==> src/rtl/sdrc_wb_arbiter.sv <==
// Two-master round-robin Wishbone arbiter in front of the SDRAM controller slave port.
// Grant is held for the whole cycle; a stalled strobe times out with a one-cycle err.
module sdrc_wb_arbiter #(
  parameter int unsigned APP_AW = 26,
  parameter int unsigned dw     = 32,
  parameter int unsigned TO_CYC = 255
) (
  input  logic              wb_clk_i,
  input  logic              wb_rst_i,

  input  logic              m0_cyc_i,
  input  logic              m0_stb_i,
  input  logic              m0_we_i,
  input  logic [APP_AW-1:0] m0_addr_i,
  input  logic [dw-1:0]     m0_dat_i,
  input  logic [dw/8-1:0]   m0_sel_i,
  input  logic [2:0]        m0_cti_i,
  output logic              m0_ack_o,
  output logic              m0_err_o,
  output logic [dw-1:0]     m0_dat_o,

  input  logic              m1_cyc_i,
  input  logic              m1_stb_i,
  input  logic              m1_we_i,
  input  logic [APP_AW-1:0] m1_addr_i,
  input  logic [dw-1:0]     m1_dat_i,
  input  logic [dw/8-1:0]   m1_sel_i,
  input  logic [2:0]        m1_cti_i,
  output logic              m1_ack_o,
  output logic              m1_err_o,
  output logic [dw-1:0]     m1_dat_o,

  output logic              s_cyc_o,
  output logic              s_stb_o,
  output logic              s_we_o,
  output logic [APP_AW-1:0] s_addr_o,
  output logic [dw-1:0]     s_dat_o,
  output logic [dw/8-1:0]   s_sel_o,
  output logic [2:0]        s_cti_o,
  input  logic              s_ack_i,
  input  logic [dw-1:0]     s_dat_i,

  output logic [1:0]        gnt_o
);

  localparam int unsigned CNT_W  = 8;
  localparam logic [CNT_W-1:0] TO_VAL = CNT_W'(TO_CYC);

  typedef enum logic [1:0] {
    IDLE = 2'd0,
    GNT0 = 2'd1,
    GNT1 = 2'd2
  } state_t;

  state_t           state, state_nxt;
  logic             last, last_nxt;     // 1: m1 was granted most recently
  logic [CNT_W-1:0] cnt, cnt_nxt;
  logic [1:0]       lock, lock_nxt;     // per-master lockout after a timeout
  logic             own0, own1;
  logic             req0, req1;

  // State register
  always_ff @(posedge wb_clk_i) begin
    if (wb_rst_i) begin
      state <= IDLE;
      last  <= 1'b1;
      cnt   <= '0;
      lock  <= '0;
    end else begin
      state <= state_nxt;
      last  <= last_nxt;
      cnt   <= cnt_nxt;
      lock  <= lock_nxt;
    end
  end

  // Next state, timeout counter, and the combinational slave/master routing
  always_comb begin
    state_nxt = state;
    last_nxt  = last;
    cnt_nxt   = '0;
    lock_nxt  = lock;
    m0_err_o  = 1'b0;
    m1_err_o  = 1'b0;
    s_cyc_o   = 1'b0;
    s_stb_o   = 1'b0;
    s_we_o    = 1'b0;
    s_addr_o  = '0;
    s_dat_o   = '0;
    s_sel_o   = '0;
    s_cti_o   = '0;

    // A locked-out master is released once its cyc has been seen low
    if (!m0_cyc_i) lock_nxt[0] = 1'b0;
    if (!m1_cyc_i) lock_nxt[1] = 1'b0;

    req0 = m0_cyc_i && !lock[0];
    req1 = m1_cyc_i && !lock[1];
    own0 = (state == GNT0) && !wb_rst_i;
    own1 = (state == GNT1) && !wb_rst_i;

    case (state)
      IDLE: begin
        if (req0 && (!req1 || last)) begin
          state_nxt = GNT0;
          last_nxt  = 1'b0;
        end else if (req1) begin
          state_nxt = GNT1;
          last_nxt  = 1'b1;
        end
      end
      GNT0: begin
        if (!m0_cyc_i) begin
          state_nxt = IDLE;
        end else if (s_ack_i || !m0_stb_i) begin
          cnt_nxt = '0;
        end else if (cnt == TO_VAL) begin
          m0_err_o    = !wb_rst_i;
          state_nxt   = IDLE;
          lock_nxt[0] = 1'b1;
        end else begin
          cnt_nxt = cnt + CNT_W'(1);
        end
      end
      GNT1: begin
        if (!m1_cyc_i) begin
          state_nxt = IDLE;
        end else if (s_ack_i || !m1_stb_i) begin
          cnt_nxt = '0;
        end else if (cnt == TO_VAL) begin
          m1_err_o    = !wb_rst_i;
          state_nxt   = IDLE;
          lock_nxt[1] = 1'b1;
        end else begin
          cnt_nxt = cnt + CNT_W'(1);
        end
      end
      default: state_nxt = IDLE;
    endcase

    if (own0) begin
      s_cyc_o  = m0_cyc_i;
      s_stb_o  = m0_stb_i;
      s_we_o   = m0_we_i;
      s_addr_o = m0_addr_i;
      s_dat_o  = m0_dat_i;
      s_sel_o  = m0_sel_i;
      s_cti_o  = m0_cti_i;
    end else if (own1) begin
      s_cyc_o  = m1_cyc_i;
      s_stb_o  = m1_stb_i;
      s_we_o   = m1_we_i;
      s_addr_o = m1_addr_i;
      s_dat_o  = m1_dat_i;
      s_sel_o  = m1_sel_i;
      s_cti_o  = m1_cti_i;
    end
  end

  assign m0_ack_o = s_ack_i && own0;
  assign m1_ack_o = s_ack_i && own1;
  assign m0_dat_o = s_dat_i;
  assign m1_dat_o = s_dat_i;
  assign gnt_o    = {own1, own0};

endmodule
==> config.mk <==
export PLATFORM = sky130hd
export DESIGN_NAME = sdrc_wb_arbiter
export DESIGN_NICKNAME = d
export VERILOG_FILES = /design/src/rtl/sdrc_wb_arbiter.sv
export SDC_FILE = /design/constraint.sdc
export NUM_CORES = 1
export LEC_CHECK = 0
export ABC_CLOCK_PERIOD_IN_PS = 2300
export CORE_AREA = 2 2 120 122
export DETAILED_ROUTE_END_ITERATION = 10
export DIE_AREA = 0 0 122 124
export GPL_TIMING_DRIVEN = 1
export PLACE_DENSITY = 0.57
export SETUP_SLACK_MARGIN = 0.2
export SLEW_MARGIN = 10
export SYNTH_ARGS = -nofsm -noshare
export SYNTH_HDL_FRONTEND = slang
export SYNTH_SLANG_ARGS = --single-unit
==> constraint.sdc <==
create_clock -name wb_clk_i -period 2.3 [get_ports wb_clk_i]
set_input_delay 0.23 -clock wb_clk_i [delete_from_list [all_inputs] [get_ports wb_clk_i]]
set_output_delay 0.23 -clock wb_clk_i [all_outputs]
set_load 0.1 [all_outputs]
==> summary.txt <==
Crit path arrival time: 1910 ps
layout net count: 572
via total after detailed routing: 2,451
Total Wirelength: 12.7 mm
yosys synthesis warning count: 0
via count of the first global-routing pass: 2,394
Die Ht: 124 µm
result of the run: complete, no violations
remaining global-route overflow: 0
final setup violation count: 0
cell row count: 43
Core Area: 0.0137 mm²
startpoint type of the worst setup path: flip-flop
area taken by multi-input logic gates: 0.00158 mm²
root buffer cell: clkbuf_16
first-pass GRT wire length: 15.4 mm
pin count of the biggest net entering global routing: 36
maximum buffer depth of the clock tree: 2
CTS tree: yes
summed instance area of the synthesized netlist: 0.00191 mm²
Cell Chain, Critical Path: inv_4, ha_4, and2b_2, and2b_4, buf_12, clkbuf_16, a22o_4, buf_12
overall global routing resource usage: 13.7%
residual DRC count: 0
fmax: 0.467 GHz
unrepaired setup endpoints after global routing: yes
actual transition at the worst max-transition pin: 290 ps
initial core utilization: 13.9%
Worst Setup End Kind: output port
Max Transition Viols Final: 0
total buffers and inverters traversed by the critical path: 4
most frequent cells in the layout: 138 x clkdlybuf4s50_1, 79 x buf_12, 55 x a22o_4, 12 x a22o_1, 12 x nor2_1
clock latency reported for the late side of the worst-skew pair: 240 ps
largest vdd supply drop: 610 µV
final period demand of the worst path: 2140 ps
count of clock tree sinks: 13
data required time at the worst endpoint: 2070 ps
GPL Wtd Cong: 0.746
placed wire-length estimate after detailed placement: 9.63 mm
Crit path max-delay family: buffers and inverters
number of distinct standard cells referenced by the synthesized netlist: 31
master of the slowest instance on the critical path: dfxtp_4
LEAKAGE: 2.21 nW
net count after synthesis: 411
commonest non-fill, non-tap cell in the layout: clkdlybuf4s50_1
count of routing violations after the opening detailed-route iteration: 47
cts bufs inserted: 3
DR vias/cell: 4.26
dominant cell type by area after synthesis: a22o_1
Post-Synthesis Mean Instance Area: 8.14 µm²
Boundary Pins: 309
fraction of registers with async set or reset after synthesis: 0%
worst hold slack across all endpoints: 460 ps
CTS Hold Bufs: 0
router iterations before antenna repair: 4
Rel. slew slack: 80.6%
cell area after layout: 0.00542 mm²
routed wire length on met3: 1.34 mm
Most common cell on crit path: buf_12
layout cells sized above 1: 44.3%
clock-pin slew reported for the worst setup and hold paths after clock tree synthesis: 50 ps
number of endpoints with negative hold slack in the final report: 0
TNS Setup: 0 ps
antenna violations before repair: 1
clock skew after layout: 3.46 ps
H-Tree Depth: 1
share of the yosys chip area belonging to registers: 13.6%
Avg WL per Cell: 22.0 µm
number of enable-type register cells in the synthesized netlist: 0
most used flip-flop cell after synthesis: dfxtp_1
Final period util: 93.1%
delay contributed by the slowest stage of the critical path: 360 ps
power per cell area: 651 mW/mm²
# port buffers: 212
Sequential Area: 268 µm²
highest metal layer with signal wires: met4
class of the most critical hold timing path: input port to output port
DR WL met2: 6.36 mm
register bit total from synthesis: 13
biggest fanout along the worst timing path: 7
number of standard cells after synthesis: 235
antenna-violating nets left: 0
type of the worst setup path: flip-flop to output port
max capacitance violation total: 0
share of the synthesized area in the top cell type: 32.1%
instance area after placement: 0.00457 mm²
DIE AREA: 0.0151 mm²
cell types with the largest area share after synthesis: a22o_1 32%, buf_4 27%, dfxtp_1 14%
met1 routed wirelength after detailed routing: 4.81 mm
area growth from synthesis to layout: 184%
fill cell count: 1,302
width of the chip: 122 µm
==> worst register-to-register path, stage by stage, from the launching register on <==
cell	delay (ps)
dfxtp_4	350
buf_4	150
ha_4	180
a22o_1	260
a32oi_1	220
and4_1	260
a22o_1	160
==> layer usage <==
layer,track usage [%],up-vias
li1,-,1130
met1,16.9,1166
met2,22.9,141
met3,5.63,14
met4,2.23,0
met5,0,-
==> timing repair <==
item / CTS / global route
cloned: 1 / 7
setup endpoints to repair: 67 / 68
resized for setup: 8 / 64
buffers inserted: 5 / 6
pin swaps: 0 / 2
hold endpoints to repair: 0 / 0
==> power breakdown <==
group | leakage, nW | switching [mW] | internal [mW]
clock | 0.0382 | 0.0892 | 0.233
sequential | 0.107 | 0.0156 | 0.242
combinational | 2.06 | 1.71 | 1.24
==> state kept, by name, indices dropped and copies added, names as in the netlist <==
name	cells
state	2
lock	2
last	1
cnt	8
==> synthesized netlist by cell type (all sizes together), types with 3 or more instances <==
cell,n
nand2,4
nand3,4
a22o,70
a21oi,4
nand2b,3
nor2,13
dfxtp,13
xnor2,3
inv,4
and2,3
nor3,4
xor2,3
buf,81
ha,5
==> worst paths after layout <==
kind / start / endpoint / slack, ps / depth (start not counted)
worst max-delay path: state[0]$_SDFFE_PP0P_ / s_dat_o[30] / 160 / 8
worst min-delay path: s_dat_i[8] / m1_dat_o[8] / 460 / 0
worst max register to register: state[0]$_SDFFE_PP0P_ / state[1]$_SDFFE_PP0P_ / 660 / 6
worst min register to register: cnt[0]$_SDFF_PP0_ / cnt[0]$_SDFF_PP0_ / 470 / 1
==> cell families (layout without fill, tap and decap cells) <==
logic type / after synthesis / count (layout) / share of synthesized area, %
buffers and inverters: 86 / 246 / 32.3
AOI/OAI and AO/OA: 83 / 83 / 36.5
and+or+nand+nor: 42 / 42 / 11.5
DFF: 13 / 13 / 13.6
xor gates and xnor gates: 6 / 6 / 2.75
adders and majority gates: 5 / 5 / 3.27
other: 0 / 1 / 0
==> metrics by stage <==
stage	utilization [%]	instances	total power, mW	worst slack (ps)
detailed placement	33.3	552	2.86	128
finish	39.5	576	3.53	158
CTS	34.7	562	3.25	166
floorplan	-	235	2.28	241
global route	39.5	576	3.63	108
global placement	33.3	552	2.85	88.6
==> layout make-up <==
| type | instances | area share [%] |
|---|---|---|
| clock buffers | 4 | 1.45 |
| diodes | 1 | 0.0461 |
| flip-flops and latches | 13 | 4.94 |
| multi-input cells | 136 | 29.2 |
| well taps | 180 | 4.15 |
| repair buffers | 238 | 59.9 |
| inverters | 4 | 0.323 |
Note: power is estimated with default switching activity, not from simulation.
